## src/rtl/isp_vid_gen.sv

```systemverilog
// isp_vid_gen: raw Bayer test-pattern video source.
// Produces vsync / href / raw frames with programmable blanking and one of
// four patterns. It stands in for an image sensor ahead of the ISP top.
// Every output is registered from the next-cycle state, so the output seen
// in a cycle always matches the FSM position of that same cycle.
module isp_vid_gen #(
    parameter int BITS    = 8,
    parameter int WIDTH   = 256,
    parameter int HEIGHT  = 10,
    parameter int BAYER   = 0,
    parameter int VSYNC_W = 8,
    parameter int VFP     = 8,
    parameter int HBLANK  = 16,
    parameter int VBP     = 8
) (
    input  logic            pclk,
    input  logic            rst_n,
    input  logic            enable,
    input  logic [1:0]      pattern,
    input  logic [BITS-1:0] flat_value,
    output logic            out_href,
    output logic            out_vsync,
    output logic [BITS-1:0] out_raw,
    output logic            busy,
    output logic            frame_done,
    output logic [15:0]     frame_cnt
);

    localparam int XW   = (WIDTH  > 1) ? $clog2(WIDTH)  : 1;
    localparam int YW   = (HEIGHT > 1) ? $clog2(HEIGHT) : 1;
    localparam int M1   = (VSYNC_W > VFP) ? VSYNC_W : VFP;
    localparam int M2   = (HBLANK  > VBP) ? HBLANK  : VBP;
    localparam int CMAX = (M1 > M2) ? M1 : M2;
    localparam int CW   = (CMAX > 1) ? $clog2(CMAX) : 1;

    localparam logic [CW-1:0] VSYNC_LAST  = CW'(VSYNC_W - 1);
    localparam logic [CW-1:0] VFP_LAST    = CW'(VFP - 1);
    localparam logic [CW-1:0] HBLANK_LAST = CW'(HBLANK - 1);
    localparam logic [CW-1:0] VBP_LAST    = CW'(VBP - 1);
    localparam logic [XW-1:0] X_LAST      = XW'(WIDTH - 1);
    localparam logic [YW-1:0] Y_LAST      = YW'(HEIGHT - 1);

    localparam logic [BITS-1:0] PIX_MAX = {BITS{1'b1}};
    localparam logic [BITS-1:0] PIX_MID = {1'b1, {(BITS-1){1'b0}}};
    // In all four CFA orders the R site index equals the order code and the
    // B site is the diagonally opposite one.
    localparam logic [1:0]      R_SITE  = 2'(BAYER);
    localparam logic [1:0]      B_SITE  = ~R_SITE;

    typedef enum logic [2:0] {
        S_IDLE,
        S_VSYNC,
        S_VFP,
        S_LINE,
        S_HBLK,
        S_VBP
    } state_t;

    state_t          state, state_nx;
    logic [CW-1:0]   cnt, cnt_nx;
    logic [XW-1:0]   x, x_nx;
    logic [YW-1:0]   y, y_nx;
    logic [1:0]      pat_q, pat_nx;
    logic [BITS-1:0] flat_q, flat_nx;
    logic            frame_end;
    logic            href_p0;
    logic            vsync_p0;
    logic [BITS-1:0] raw_p0;
    logic            busy_p0;
    logic            done_p0;

    function automatic logic [BITS-1:0] pix_value(
        input logic [1:0]      pat,
        input logic [BITS-1:0] flat,
        input logic [XW-1:0]   px,
        input logic [YW-1:0]   py
    );
        logic [BITS-1:0] v;
        logic [1:0]      site;
        site = {py[0], px[0]};
        case (pat)
            2'd0: v = BITS'(int'(px) + int'(py));
            2'd1: begin
                if (site == R_SITE)      v = PIX_MAX;
                else if (site == B_SITE) v = '0;
                else                     v = PIX_MID;
            end
            2'd2: v = flat;
            default: v = (((int'(px) ^ int'(py)) & 8) != 0) ? PIX_MAX : '0;
        endcase
        return v;
    endfunction

    // Next-state, counters, pattern latch and next-cycle output values.
    always_comb begin
        state_nx  = state;
        cnt_nx    = cnt;
        x_nx      = x;
        y_nx      = y;
        pat_nx    = pat_q;
        flat_nx   = flat_q;
        frame_end = 1'b0;
        case (state)
            S_IDLE: begin
                if (enable) begin
                    state_nx = S_VSYNC;
                    cnt_nx   = '0;
                    pat_nx   = pattern;
                    flat_nx  = flat_value;
                end
            end
            S_VSYNC: begin
                if (cnt == VSYNC_LAST) begin
                    state_nx = S_VFP;
                    cnt_nx   = '0;
                end else begin
                    cnt_nx = cnt + 1'b1;
                end
            end
            S_VFP: begin
                if (cnt == VFP_LAST) begin
                    state_nx = S_LINE;
                    cnt_nx   = '0;
                    x_nx     = '0;
                    y_nx     = '0;
                end else begin
                    cnt_nx = cnt + 1'b1;
                end
            end
            S_LINE: begin
                if (x == X_LAST) begin
                    cnt_nx   = '0;
                    state_nx = (y == Y_LAST) ? S_VBP : S_HBLK;
                end else begin
                    x_nx = x + 1'b1;
                end
            end
            S_HBLK: begin
                if (cnt == HBLANK_LAST) begin
                    state_nx = S_LINE;
                    cnt_nx   = '0;
                    x_nx     = '0;
                    y_nx     = y + 1'b1;
                end else begin
                    cnt_nx = cnt + 1'b1;
                end
            end
            S_VBP: begin
                if (cnt == VBP_LAST) begin
                    frame_end = 1'b1;
                    cnt_nx    = '0;
                    if (enable) begin
                        state_nx = S_VSYNC;
                        pat_nx   = pattern;
                        flat_nx  = flat_value;
                    end else begin
                        state_nx = S_IDLE;
                    end
                end else begin
                    cnt_nx = cnt + 1'b1;
                end
            end
            default: state_nx = S_IDLE;
        endcase

        href_p0  = (state_nx == S_LINE);
        vsync_p0 = (state_nx == S_VSYNC);
        busy_p0  = (state_nx != S_IDLE);
        done_p0  = (state_nx == S_VBP) && (cnt_nx == VBP_LAST);
        raw_p0   = href_p0 ? pix_value(pat_q, flat_q, x_nx, y_nx) : '0;
    end

    // FSM state, position counters and registered outputs.
    always_ff @(posedge pclk or negedge rst_n) begin
        if (!rst_n) begin
            state      <= S_IDLE;
            cnt        <= '0;
            x          <= '0;
            y          <= '0;
            out_href   <= 1'b0;
            out_vsync  <= 1'b0;
            out_raw    <= '0;
            busy       <= 1'b0;
            frame_done <= 1'b0;
            frame_cnt  <= '0;
        end else begin
            state      <= state_nx;
            cnt        <= cnt_nx;
            x          <= x_nx;
            y          <= y_nx;
            out_href   <= href_p0;
            out_vsync  <= vsync_p0;
            out_raw    <= raw_p0;
            busy       <= busy_p0;
            frame_done <= done_p0;
            if (frame_end) frame_cnt <= frame_cnt + 16'd1;
        end
    end

    // Pattern selection held for the whole frame; only read while href is high.
    always_ff @(posedge pclk) begin
        pat_q  <= pat_nx;
        flat_q <= flat_nx;
    end

endmodule

```

## config.mk

```make
export PLATFORM = sky130hd
export DESIGN_NAME = isp_vid_gen
export DESIGN_NICKNAME = d
export VERILOG_FILES = /design/src/rtl/isp_vid_gen.sv
export SDC_FILE = /design/constraint.sdc
export NUM_CORES = 1
export LEC_CHECK = 0
export BUFFER_PORTS_ARGS = -buffer_cell sky130_fd_sc_hd__clkbuf_2
export CORE_MARGIN = 8
export CORE_UTILIZATION = 57
export DETAILED_ROUTE_END_ITERATION = 12
export PLACE_DENSITY = 0.79
export SLEW_MARGIN = 20
export SYNTH_ARGS = -nofsm -noshare
export SYNTH_HDL_FRONTEND = slang
export SYNTH_SLANG_ARGS = --single-unit
```

## constraint.sdc

```tcl
create_clock -name pclk -period 4.4 [get_ports pclk]
set_input_delay 1.32 -clock pclk [delete_from_list [all_inputs] [get_ports pclk]]
set_output_delay 1.32 -clock pclk [all_outputs]
set_load 0.02 [all_outputs]
```

; Yosys cells after proc, flatten, opt, wreduce, memory -nomap -nowiden
; Index checks and enable logic that the tools add are counted.
[word_totals]
ff_bits = 57
latchBits = 0
mem_bits_rw = 0
rom_bits = 0
in_bits = 13
output_inout_bits = 28
wordCells = 77
mem_count = 0
[classes]
n_addsub = 5
mul = 0
n_div = 0
order_cmp = 0
n_eq_ne = 17
shift = 0
n_mux = 34
n_bitwise = 1
reduce_logical = 8
[ops]
columns = cell, count
row1 = 8-bit 2-to-1 mux, 9
row2 = 8-bit one-hot mux with 3 select lines, 2
row3 = 4-bit 2-to-1 mux, 6
row4 = 3-bit 2-to-1 mux, 6
row5 = 3-bit one-hot mux with 6 select lines, 1
row6 = 16-bit by 1-bit adder with 16-bit output (second input constant), 1
row7 = 4-bit one-hot mux with 4 select lines, 1
row8 = 8-bit one-hot mux with 2 select lines, 1
row9 = 3-bit by 2-bit equality test with 1-bit output (second input constant), 3
row10 = 3-bit equality test (second input constant), 3
row11 = 4-bit by 1-bit adder with 4-bit output (second input constant), 2
row12 = 8-bit by 1-bit adder with 8-bit output (second input constant), 1
row13 = 8-bit by 4-bit adder with 8-bit output, 1
row14 = 4-bit by 3-bit equality test with 1-bit output (second input constant), 2
row15 = 4-bit equality test (second input constant), 2
row16 = 8-bit equality test (second input constant), 1
row17 = 4-bit one-hot mux with 2 select lines, 1
row18 = 3-bit by 1-bit equality test with 1-bit output (second input constant), 2
row19 = 2-bit equality test (second input constant), 2
row20 = 2-bit zero test, 2
row21 = 1-bit 2-to-1 mux, 4
row22 = 2-bit 2-to-1 mux, 2
row23 = 2-bit one-hot mux with 2 select lines, 1
row24 = 4-bit bitwise XOR, 1
row25 = other kinds (8), 8

; Logic depth before layout (Yosys ltp)
[logic_depth]
depth_word = 8
mapped_depth = 16
mapped_depth_nobuf = 15

; Worst setup path after synthesis
; Ideal clock, no wire load.
[synth_timing]
kind = flip-flop to flip-flop
start = register cnt[0]
end = register out_raw[7]
setup_ns = 0.136
arrival_time_ns = 3.080
required_ns = 4.264
path_slack_ns = 1.185
path_stages_with_launch = 15
path_buffers = 1
synth_period_minus_slack_ns = 3.215
path_cell_list = dfrtp_1 ha_1 nand3_2 or3_1 buf_2 a22o_4 a22oi_1 inv_1 ha_1 a21o_1 a21o_1 a21oi_1 nor4_1 a2111oi_0 nor3_1
[synth_via]
elab_cells_between_ends = 23
classes_between = add/sub: 1 / eq/ne: 4 / mux: 16 / bitwise: 1 / reduce/logical: 1
[synth_lines]
columns = item, line
row1 = start: declaration, 60  ; logic [CW-1:0] cnt, cnt_nx;
row2 = start signal: assignment, 188  ; cnt <= cnt_nx;
row3 = 4-bit equality test or 4-bit by 3-bit equality test with 1-bit output (tied branches), "139, 121"
row4 = 8-bit 2-to-1 mux (on tied branches), "139, 121"
row5 = 8-bit one-hot mux with 3 select lines (*), 103  ; case (state)
row6 = via x_nx[1], 61  ; logic [XW-1:0] x, x_nx;
row7 = 8-bit by 4-bit adder with 8-bit output (*), 82  ; 2'd0: v = BITS'(int'(px) + int'(py));
row8 = 8-bit one-hot mux with 3 select lines (*), 81  ; case (pat)
row9 = 8-bit 2-to-1 mux (*), 170  ; raw_p0 = href_p0 ? pix_value(pat_q, flat_q, x_nx, y_nx) : '0;
row10 = via raw_p0[7], 68  ; logic [BITS-1:0] raw_p0;
row11 = end signal: assignment, 193  ; out_raw <= raw_p0;
row12 = end: declaration, 23  ; output logic [BITS-1:0] out_raw,
; The timed path passes the listed nets; every way through them passes the cells marked *.
; A chain may end at the register's enable or synchronous reset.

; Worst setup path in the final report
; Same ends and word-level chain as after synthesis.

==> impl_metrics.toml <==
[worst_setup_path]
cp-start-kind = "register"
worstPathArrival_ns = 3.78
r2r_slack_ns = 0.82
worstSetupPathType = "register to register"
critPathRequiredTime_ns = 4.60
end_kind = "register"
worstPathMaxFanout = 7
cp_cell_sequence = "ha_1 -> nand3_2 -> or3_1 -> a22o_4 -> a22oi_1 -> inv_1 -> ha_1 -> a21o_1 -> a21o_1 -> a21oi_1 -> nor4_1 -> a2111oi_0 -> nor3_1"
cpMaxStageDelayCell = "or3_1"
cp_slowest_stage_delay_ns = 0.51

[power_and_ir_drop]
ir_worst_vdd_mv = 0.227
cellPowerDensity_nw_per_um2 = 278
power_mw = 0.945
p_leak_nw = 1.54

[die]
initial_core_util_pct = 58.8
coreArea_um2 = 5070
die_w_um = 88.3
rows = 26
die_area_um2 = 7800
die_h_um = 88.3
pin_count = 41

[synthesis]
syn_area_um2 = 2980
synth_nets = 321
synth_flop_cell = "dfrtp_1"
post_synth_num_cell_types = 53
synth_compound_area_share_pct = 16.1
synth_simple_gate_area_share_pct = 20.3
synth_warnings = 0
yosys.area_share.adder_pct = 4.87
async_flop_share_pct = 82.5
synth_top_area_cell = "dfrtp_1"
synth-seq-cells = 57
synth_top_area_share_pct = 39.4
synth_top_family_by_area = "simple AND/OR/NAND/NOR gates"
synthMuxAreaShare_pct = 0.713
synth-edff-count = 10
syn_area_per_cell_um2 = 10.0
ys_seq_area_share_pct = 49.5
synth_area_leaders = "dfrtp_1 (39%), edfxtp_1 (10%), ha_1 (4.2%), nand2_1 (3.5%), nor2_1 (3.5%)"
synth_cells = 297
synth-xor-area-share_pct = 5.58

[global_routing]
grt_overflow = 0
grtUsageTotal_pct = 16.7
grt_pass1_vias = 2201
antenna_found_initial = 0
grt_pass1_wl_um = 10100
grt_max_degree = 31

[sta]
rsz0062_at_grt = "no"
finalSetupViolations = 0
worst_pin_slew_ns = 0.747
fin_skew_ns = 0.00886
postLayoutSetupSlackWorst_ns = 0.818
finalSetupTns_ns = 0
slew_viol_final = 0
final-hold-violation-count = 0
finalCritPeriodShare_pct = 81.4
hold_slack_ns = 0.464
fmax_mhz = 279
fin_crit_ns = 3.58
relSlewSlack_pct = 49.7

[layout]
drive_gt1_share_pct = 19.6
syn2layout_area_growth_pct = 14.1
final_common_cell = "dfrtp_1"
nNetsFinal = 366
antenna_cells = 0
most-common-layout-cells = "dfrtp_1 (47), clkbuf_2 (40), nor2_1 (28), nand2_1 (28), a21oi_1 (20)"

[routing]
dr.pass1.iters = 4
drt-total-wl_um = 6180
drtIter0Drc = 132
vias_per_cell = 5.68
wl_per_cell_um = 14.8
drcViolationCount = 0
vias = 2369
antenna_left = 0

[clock_tree]
cts_root_buf = "clkbuf_8"
clk_latency_ns = 0.33
path_clk_slew_ns = 0.06
clock_path_buffers = 2
cts_hold_buf = 0
post-cts-setup-buffers = 0
cts_tree = "done"
clock-sinks = 57
cts-resized-gates = 0
cts_max_level = 3
cts_made_buffers = 9

[placement]
place_congestion = 0.867
portBuffers = 40
pre_cts_slack_ns = 0.847
dp_hpwl_um = 4640

[run_status]
status = "finished clean"

[run]
cap_violations = 0

[worst_hold_path]
hold_class = "register to register"
## metrics by stage
step / instances / utilization, % / area [um2]
2_1_floorplan: 297 / - / 2980
3_3_place_gp: 401 / 64.0 / 3250
3_5_place_dp: 401 / 64.0 / 3250
4_1_cts: 417 / 67.0 / 3400
5_1_grt: 417 / 67.0 / 3400
6_report: 417 / 67.0 / 3400
## final cells by class
cell class,instances,area [um2]
clock buffers,11,131
clock inverters,5,23.8
fillers,414,1670
inverters,11,41.3
multi-input cells,220,1420
flip-flops and latches,57,1480
well taps,70,87.6
repair buffers,43,223
## path summary, 6_finish.rpt
check / depth (start not counted) / from / end
setup / recovery: 13 / cnt[0] / out_raw[7]
max in group asynchronous: 2 / rst_n / frame_cnt[7]
hold / removal: 1 / frame_cnt[15] / frame_cnt[15]
setup reg to reg: 13 / cnt[0] / out_raw[7]
hold reg to reg: 1 / frame_cnt[15] / frame_cnt[15]
min in group asynchronous: 1 / rst_n / frame_cnt[4]
## routing by layer
metal | global-route usage [%] | wire, um
met4 | 7.68 | 94
met1 | 20.3 | 2640
met2 | 27.4 | 3030
met5 | 0 | 0
met3 | 3.90 | 417
## registers in the layout (all words and copies together), names as in the netlist
name and cells:
flat_q 8, state 3, out_href 1, out_vsync 1, busy 1, pat_q 2
x 8, cnt 4, frame_cnt 16, frame_done 1, y 4, out_raw 8
## power by group
group	internal, mW	switching, mW	leakage, nW	total (mW)
Sequential	0.537	0	0.697	0.537
Clock	0.197	0.196	0.0758	0.393
Combinational	0.00448	0.00975	0.769	0.0142
## logic make-up (layout without fill, tap and decap cells)
family | count (synthesis) | after routing
and+or+nand+nor | 114 | 114
AOI/OAI and AO/OA | 74 | 74
DFF | 57 | 57
buffers and inverters | 20 | 70
xor gates and xnor gates | 19 | 19
adders and majority gates | 11 | 11
muxes | 2 | 2
## critical path: cells and delay by family, from the launching register on
kind	cells	cell delay, ns
AO/OA/AOI/OAI	6	1.58
AND/OR/NAND/NOR	4	0.85
adder cells (fa/ha/maj)	2	0.52
flip-flops	1	0.39
buffers and inverters	1	0.11
## cells in the mapped netlist (3+ instances only)
cell / n
xnor2_1: 12
xor2_1: 7
or2_2: 5
o22ai_1: 6
nand4_1: 7
nor2_1: 28
a21o_1: 6
nor3_1: 8
dfrtp_1: 47
or3_1: 5
ha_1: 10
o21ai_0: 17
and4_1: 3
nand2_1: 28
inv_1: 10
nand3_1: 11
a21oi_1: 20
a41oi_1: 3
buf_4: 3
edfxtp_1: 10
clkbuf_1: 5
o211ai_1: 5
Power figures use the tool's default switching activity.
